`config.mk`:
```
export PLATFORM = sky130hd
export DESIGN_NAME = trace_capture
export DESIGN_NICKNAME = d
export VERILOG_FILES = /design/src/rtl/trace_pkg.sv /design/src/rtl/trace_ram.sv /design/src/rtl/trace_capture.sv
export SDC_FILE = /design/constraint.sdc
export NUM_CORES = 1
export LEC_CHECK = 0
export BUFFER_PORTS_ARGS = -buffer_cell sky130_fd_sc_hd__buf_2
export CORE_ASPECT_RATIO = 0.7
export CORE_UTILIZATION = 65
export DETAILED_ROUTE_END_ITERATION = 7
export PLACE_DENSITY = 0.83
export SETUP_SLACK_MARGIN = 0.5
export SYNTH_ARGS = -nofsm -noshare
export SYNTH_HDL_FRONTEND = slang
export SYNTH_SLANG_ARGS = --single-unit
```
`constraint.sdc`:
```
create_clock -name clk1 -period 5.5 [get_ports clk1]
set_input_delay 0.825 -clock clk1 [delete_from_list [all_inputs] [get_ports clk1]]
set_output_delay 0.825 -clock clk1 [all_outputs]
set_load 0.02 [all_outputs]
```
`src/rtl/trace_pkg.sv`:
```
// Shared encodings and sizing helpers for the instruction trace capture block.
package trace_pkg;

  localparam logic [1:0] ST_IDLE  = 2'b00;
  localparam logic [1:0] ST_ARMED = 2'b01;
  localparam logic [1:0] ST_POST  = 2'b10;
  localparam logic [1:0] ST_DONE  = 2'b11;

  localparam logic [1:0] TRIG_IMM   = 2'b00;
  localparam logic [1:0] TRIG_PC    = 2'b01;
  localparam logic [1:0] TRIG_OP    = 2'b10;
  localparam logic [1:0] TRIG_MEMWR = 2'b11;

  // Entry layout is {pc, alu_result, opcode[2:0], memwrite}.
  function automatic int unsigned entry_w(input int unsigned data_w);
    return 2 * data_w + 4;
  endfunction

endpackage

```
`src/rtl/trace_ram.sv`:
```
// Trace storage: one write port, one registered read port, contents never reset.
module trace_ram #(
  parameter int unsigned WIDTH = 20,
  parameter int unsigned DEPTH = 16
) (
  input  logic                       clk_i,
  input  logic                       we_i,
  input  logic [$clog2(DEPTH)-1:0]   waddr_i,
  input  logic [WIDTH-1:0]           wdata_i,
  input  logic                       re_i,
  input  logic [$clog2(DEPTH)-1:0]   raddr_i,
  output logic [WIDTH-1:0]           rdata_o
);

  logic [WIDTH-1:0] mem_q [DEPTH];
  logic [WIDTH-1:0] rdata_q;

  always_ff @(posedge clk_i) begin
    if (we_i) begin
      mem_q[waddr_i] <= wdata_i;
    end
    if (re_i) begin
      rdata_q <= mem_q[raddr_i];
    end
  end

  assign rdata_o = rdata_q;

endmodule

```
`src/rtl/trace_capture.sv`:
```
// Triggered instruction trace buffer: rolling pre-trigger history plus a fixed
// number of post-trigger samples, drained oldest-first once capture completes.
module trace_capture
  import trace_pkg::*;
#(
  parameter int unsigned DATA_W    = 8,
  parameter int unsigned DEPTH     = 16,
  parameter int unsigned POST_TRIG = 4
) (
  input  logic                        clk1,
  input  logic                        reset1,
  input  logic                        valid_in,
  input  logic [DATA_W-1:0]           pc_in,
  input  logic [2:0]                  opcode_in,
  input  logic [DATA_W-1:0]           alu_result_in,
  input  logic                        memwrite_in,
  input  logic                        arm,
  input  logic [1:0]                  trig_mode,
  input  logic [DATA_W-1:0]           trig_pc,
  input  logic [2:0]                  trig_opcode,
  input  logic                        rd_en,
  output logic [2*DATA_W+3:0]         rd_data,
  output logic                        rd_valid,
  output logic [1:0]                  state,
  output logic [$clog2(DEPTH):0]      count
);

  localparam int unsigned AW = $clog2(DEPTH);
  localparam int unsigned CW = AW + 1;
  localparam int unsigned EW = entry_w(DATA_W);

  logic [1:0]    state_q, state_d;
  logic [AW-1:0] wr_ptr_q, wr_ptr_d;
  logic [CW-1:0] count_q, count_d;
  logic [CW-1:0] post_q, post_d;
  logic          rd_valid_q, rd_valid_d;
  logic          rd_seen_q, rd_seen_d;

  logic          trig_hit;
  logic          ram_we, ram_re;
  logic [AW-1:0] ram_raddr;
  logic [EW-1:0] ram_wdata, ram_rdata;

  always_comb begin
    trig_hit = 1'b0;
    unique case (trig_mode)
      TRIG_IMM:   trig_hit = 1'b1;
      TRIG_PC:    trig_hit = (pc_in == trig_pc);
      TRIG_OP:    trig_hit = (opcode_in == trig_opcode);
      TRIG_MEMWR: trig_hit = memwrite_in;
      default:    trig_hit = 1'b0;
    endcase
  end

  assign ram_wdata = {pc_in, alu_result_in, opcode_in, memwrite_in};
  // Oldest entry; a full buffer (count == DEPTH) wraps to the write pointer itself.
  assign ram_raddr = wr_ptr_q - count_q[AW-1:0];

  always_comb begin
    state_d    = state_q;
    wr_ptr_d   = wr_ptr_q;
    count_d    = count_q;
    post_d     = post_q;
    rd_valid_d = 1'b0;
    rd_seen_d  = rd_seen_q;
    ram_we     = 1'b0;
    ram_re     = 1'b0;

    if (arm) begin
      state_d  = ST_ARMED;
      wr_ptr_d = '0;
      count_d  = '0;
      post_d   = '0;
    end else begin
      unique case (state_q)
        ST_ARMED, ST_POST: begin
          if (valid_in) begin
            ram_we   = 1'b1;
            wr_ptr_d = wr_ptr_q + 1'b1;
            count_d  = (count_q == CW'(DEPTH)) ? count_q : count_q + 1'b1;
            if (state_q == ST_ARMED) begin
              if (trig_hit) begin
                post_d  = CW'(1);
                state_d = (POST_TRIG == 1) ? ST_DONE : ST_POST;
              end
            end else begin
              post_d = post_q + 1'b1;
              if (post_q + 1'b1 == CW'(POST_TRIG)) begin
                state_d = ST_DONE;
              end
            end
          end
        end
        ST_DONE: begin
          if (rd_en && (count_q != '0)) begin
            ram_re     = 1'b1;
            rd_valid_d = 1'b1;
            rd_seen_d  = 1'b1;
            count_d    = count_q - 1'b1;
            if (count_q == CW'(1)) begin
              state_d = ST_IDLE;
            end
          end
        end
        default: ;
      endcase
    end
  end

  always_ff @(posedge clk1 or negedge reset1) begin
    if (!reset1) begin
      state_q    <= ST_IDLE;
      wr_ptr_q   <= '0;
      count_q    <= '0;
      post_q     <= '0;
      rd_valid_q <= 1'b0;
      rd_seen_q  <= 1'b0;
    end else begin
      state_q    <= state_d;
      wr_ptr_q   <= wr_ptr_d;
      count_q    <= count_d;
      post_q     <= post_d;
      rd_valid_q <= rd_valid_d;
      rd_seen_q  <= rd_seen_d;
    end
  end

  trace_ram #(
    .WIDTH (EW),
    .DEPTH (DEPTH)
  ) u_ram (
    .clk_i   (clk1),
    .we_i    (ram_we),
    .waddr_i (wr_ptr_q),
    .wdata_i (ram_wdata),
    .re_i    (ram_re),
    .raddr_i (ram_raddr),
    .rdata_o (ram_rdata)
  );

  // The RAM read register has no reset, so gate it until a pop has loaded it.
  assign rd_data  = rd_seen_q ? ram_rdata : '0;
  assign rd_valid = rd_valid_q;
  assign state    = state_q;
  assign count    = count_q;

endmodule

```
==> summary.md <==
| Metric | Value |
|---|---|
| Initial core utilization | approximately two thirds |
| Vias in the first global route | between 7000 and 8000 |
| Syn Nets | 750 |
| Final WL | slightly above 30000 µm |
| DR vias | 7019 |
| Placed Area | 15100 µm² |
| Die width | about 180 µm |
| Count of final setup violators | 0 |
| Crit path from | wr_ptr_q[0]$_DFFE_PN0P_ |
| Number of primary I/O pins | 66 |
| Fillers | roughly 1200 |
| Final Wtd Congestion | ~0.85 |
| Nets | 823 |
| CP Capture Type | flop |
| Drt pass-1 iters | 7 |
| Tmin final | approximately 3.6 ns |
| Total gr overflow | 0 |
| Die area | between 20000 and 25000 µm² |
| Reg2reg path depth | 7 |
| Rows | 45 |
| Worst EP required | around 5.8 ns |
| Setup crit end | u_ram.rdata_o[17]$_DFFE_PP_ |
| Worst-path fanout max | 54 |
| Seq. cell area | roughly 11000 µm² |
| Final Cell Area | 16100 µm² |
| RSZ-0062 raised after global routing | false |
| Core ar. | 21700 µm² |
| CP Data Arrival Time | between 3 and 4 ns |
| Max rail drop VDD | about 730 µV |
| CTS tree | yes |
| Buffers on Ports | between 60 and 70 |
| Number of enable flip-flop cells after synthesis | 340 |
| Final Cycle Share | 66.1% |
| Most used cell, CP | mux2i_1 |
| P per Cell Area | ~570 nW/µm² |
| Mapped Cells | around 700 |
| Status | finished, final reports clean |
| DP Worst Slack | approximately 1.9 ns |
| Final Max Tran Viols | 0 |
| WP depth | 7 |
| Max Root-Sink Buffers | 3 |
| Cell Area, Synth | 14400 µm² |
| WS Path Type | reg -> reg |
| Final Hold Vio Count | 0 |
| Yosys warns | 0 |
| Clk root buf | clkbuf_16 |
| Via density | 6.53 |
| Drc violations | 0 |
| Commonest cells after routing, fill and taps aside | edfxtp_1 (340), mux4_2 (80), buf_2 (65) |
| Postcts setup bufs | 0 |
| Crit-path max cell delay | between 1 and 1.5 ns |
| Netlist cell types | 46 |
| Sequential element share of the synthesized area | between 70 and 80% |
| Post-route ant nets | 0 |
| Startpoint types | flop |
| TritonCTS Buffers | 31 |
| Buf/Inv on CP | 2 |
| Post-CTS Resized | 0 |
| Commonest non-fill, non-tap cell in the layout | edfxtp_1 |
| Clk_lat worst skew | ~0.56 ns |
| Final Core Density | about 74% |
| Reg-to-Reg End | u_ram.rdata_o[17]$_DFFE_PP_ |
| H-tree levels | 1 |
| Worst Hold Class | in -> async |
| Initial antenna violation count | 0 |
| Worst rel slew slack | 35.5% |
| WL/cell | between 20 and 30 µm |
| Synthesized flop and latch total | ~360 |
| Largest net degree at the start of global routing | 55 |
| Cell family contributing the most delay on the critical path | adder cells |
| Avg Inst Size Synth | around 21 µm² |
| Drt initial violations | 800 |
| ANT cells | 0 |
| Synth async-reset ratio | just over 5% |
| Sequence of cells on the critical path | inv_1 -> ha_4 -> fa_4 -> buf_4 -> mux4_2 -> mux2i_1 -> mux2i_1 |
| Fraction of layout cells with a size suffix above 1 | between 20% and 30% |
| First-pass GRT wire length | 44900 µm |
| Area grow syn2layout | 12.1% |
| Critical-path cell with the highest stage delay | fa_4 |
| Sink Count | roughly 360 |
| Max-Cap Viols | 0 |
| Post-CTS Hold Buffers | 0 |
| Total GRT Usage | 27.7% |
| Leakage | 5.45 nW |
| Reg clk slew, reported paths | 0.07 ns |
| Worst-margin pin slew | 0.965 ns |
| Final worst slack | about 1.9 ns |
| Post-DP HPWL | between 15000 and 20000 µm |
| Height of the die | around 130 µm |
| Setup TNS | 0 ns |
| Leading register cell type out of synthesis | edfxtp_1 |
| Worst Skew | approximately 0.022 ns |
| Fmax | approximately 280 MHz |
| Multi-input gate area | between 3000 and 4000 µm² |
| R2r setup slk | ~1.9 ns |
| Reg-to-Reg Start | wr_ptr_q[0]$_DFFE_PN0P_ |
-- power breakdown --
| group | switching (W) | internal (W) |
|---|---|---|
| combinational | 0.00186 | 0.00178 |
| sequential | 0.000102 | 0.00320 |
| clock | 0.000968 | 0.00118 |
-- metrics by stage --
| stage | instances | total power [W] | hold slack (ns) |
|---|---|---|---|
| 6_report | 1075 | 0.00910 | 0.186 |
| 5_1_grt | 1075 | 0.00947 | 0.217 |
| 4_1_cts | 1075 | 0.00915 | 0.187 |
| 3_5_place_dp | 1019 | 0.00702 | 0.508 |
| 3_3_place_gp | 1019 | 0.00688 | 0.466 |
| 2_1_floorplan | 697 | 0.00613 | 0.454 |
-- cells in the mapped netlist (all sizes together), types with 2 or more instances --
| cell type | n | area, µm² |
|---|---|---|
| a21oi | 4 | 20.0 |
| and2b | 2 | 15.0 |
| o31ai | 2 | 15.0 |
| ha | 14 | 175 |
| mux2 | 4 | 56.3 |
| or2 | 2 | 12.5 |
| inv | 12 | 45.0 |
| dfrtp | 18 | 450 |
| xnor2 | 15 | 131 |
| nor3 | 6 | 35.0 |
| xor2 | 6 | 52.6 |
| a21o | 2 | 15.0 |
| or3 | 2 | 22.5 |
| buf | 17 | 88.8 |
| o41ai | 6 | 52.6 |
| edfxtp | 340 | 10200 |
| nand4 | 3 | 18.8 |
| mux2i | 60 | 601 |
| nand2 | 14 | 52.6 |
| nor4b | 2 | 17.5 |
| mux4 | 80 | 1800 |
| o21ai | 3 | 15.0 |
| nor2 | 25 | 93.8 |
| and2 | 20 | 125 |
| clkbuf | 16 | 60.1 |
| nand2b | 5 | 31.3 |
| nand3 | 4 | 20.0 |
-- final cells by class --
class | instances | area share (%)
tap | 282 | 2.19
sequential | 358 | 66.2
clock buffer | 37 | 4.96
clock inverter | 19 | 1.13
timing repair buffer | 73 | 2.47
multi-input combinational | 294 | 22.8
inverter | 12 | 0.280
-- worst register-to-register path: stages, from the launching register on --
cell,delay (ns)
dfrtp_1,0.44
inv_1,0.14
ha_4,0.18
fa_4,1.34
buf_4,0.55
mux4_2,0.44
mux2i_1,0.16
mux2i_1,0.10
-- registers in the layout (all words and copies together), names as in the netlist --
register,flops
rd_seen_q,1
wr_ptr_q,4
rd_valid,1
u_ram.mem_q,320
state,2
post_q,5
count,5
u_ram.rdata_o,20
-- kinds of logic (layout without fill, tap and decap cells) --
logic type	count (synthesis)	after routing	synth area share, %
flip-flops	358	358	74.2
buffers and inverters	45	141	1.35
AO/OA/AOI/OAI	23	23	1.19
adder cells (fa/ha/maj)	15	15	1.36
XOR/XNOR	21	21	1.28
multiplexers	144	144	17.1
AND/OR/NAND/NOR	91	91	3.50
-- layer usage --
metal	global-route usage (%)	wire length [µm]	vias to the layer above
met1	40.0	12100	3626
met4	8.67	822	0
met5	0	0	-
met2	43.1	14400	362
met3	6.55	3030	69
li1	-	-	2962
-- worst min path at each step --
stage / cells past startpoint / endpoint
3_5_place_dp: 1 / post_q[3]$_DFFE_PN0P_
2_1_floorplan: 1 / post_q[4]$_DFFE_PN0P_
3_3_place_gp: 1 / post_q[4]$_DFFE_PN0P_
5_1_grt: 1 / post_q[0]$_DFFE_PN0P_
6_report: 1 / post_q[0]$_DFFE_PN0P_
4_1_cts: 1 / post_q[0]$_DFFE_PN0P_
No activity file was read; power rests on OpenSTA's default activity.
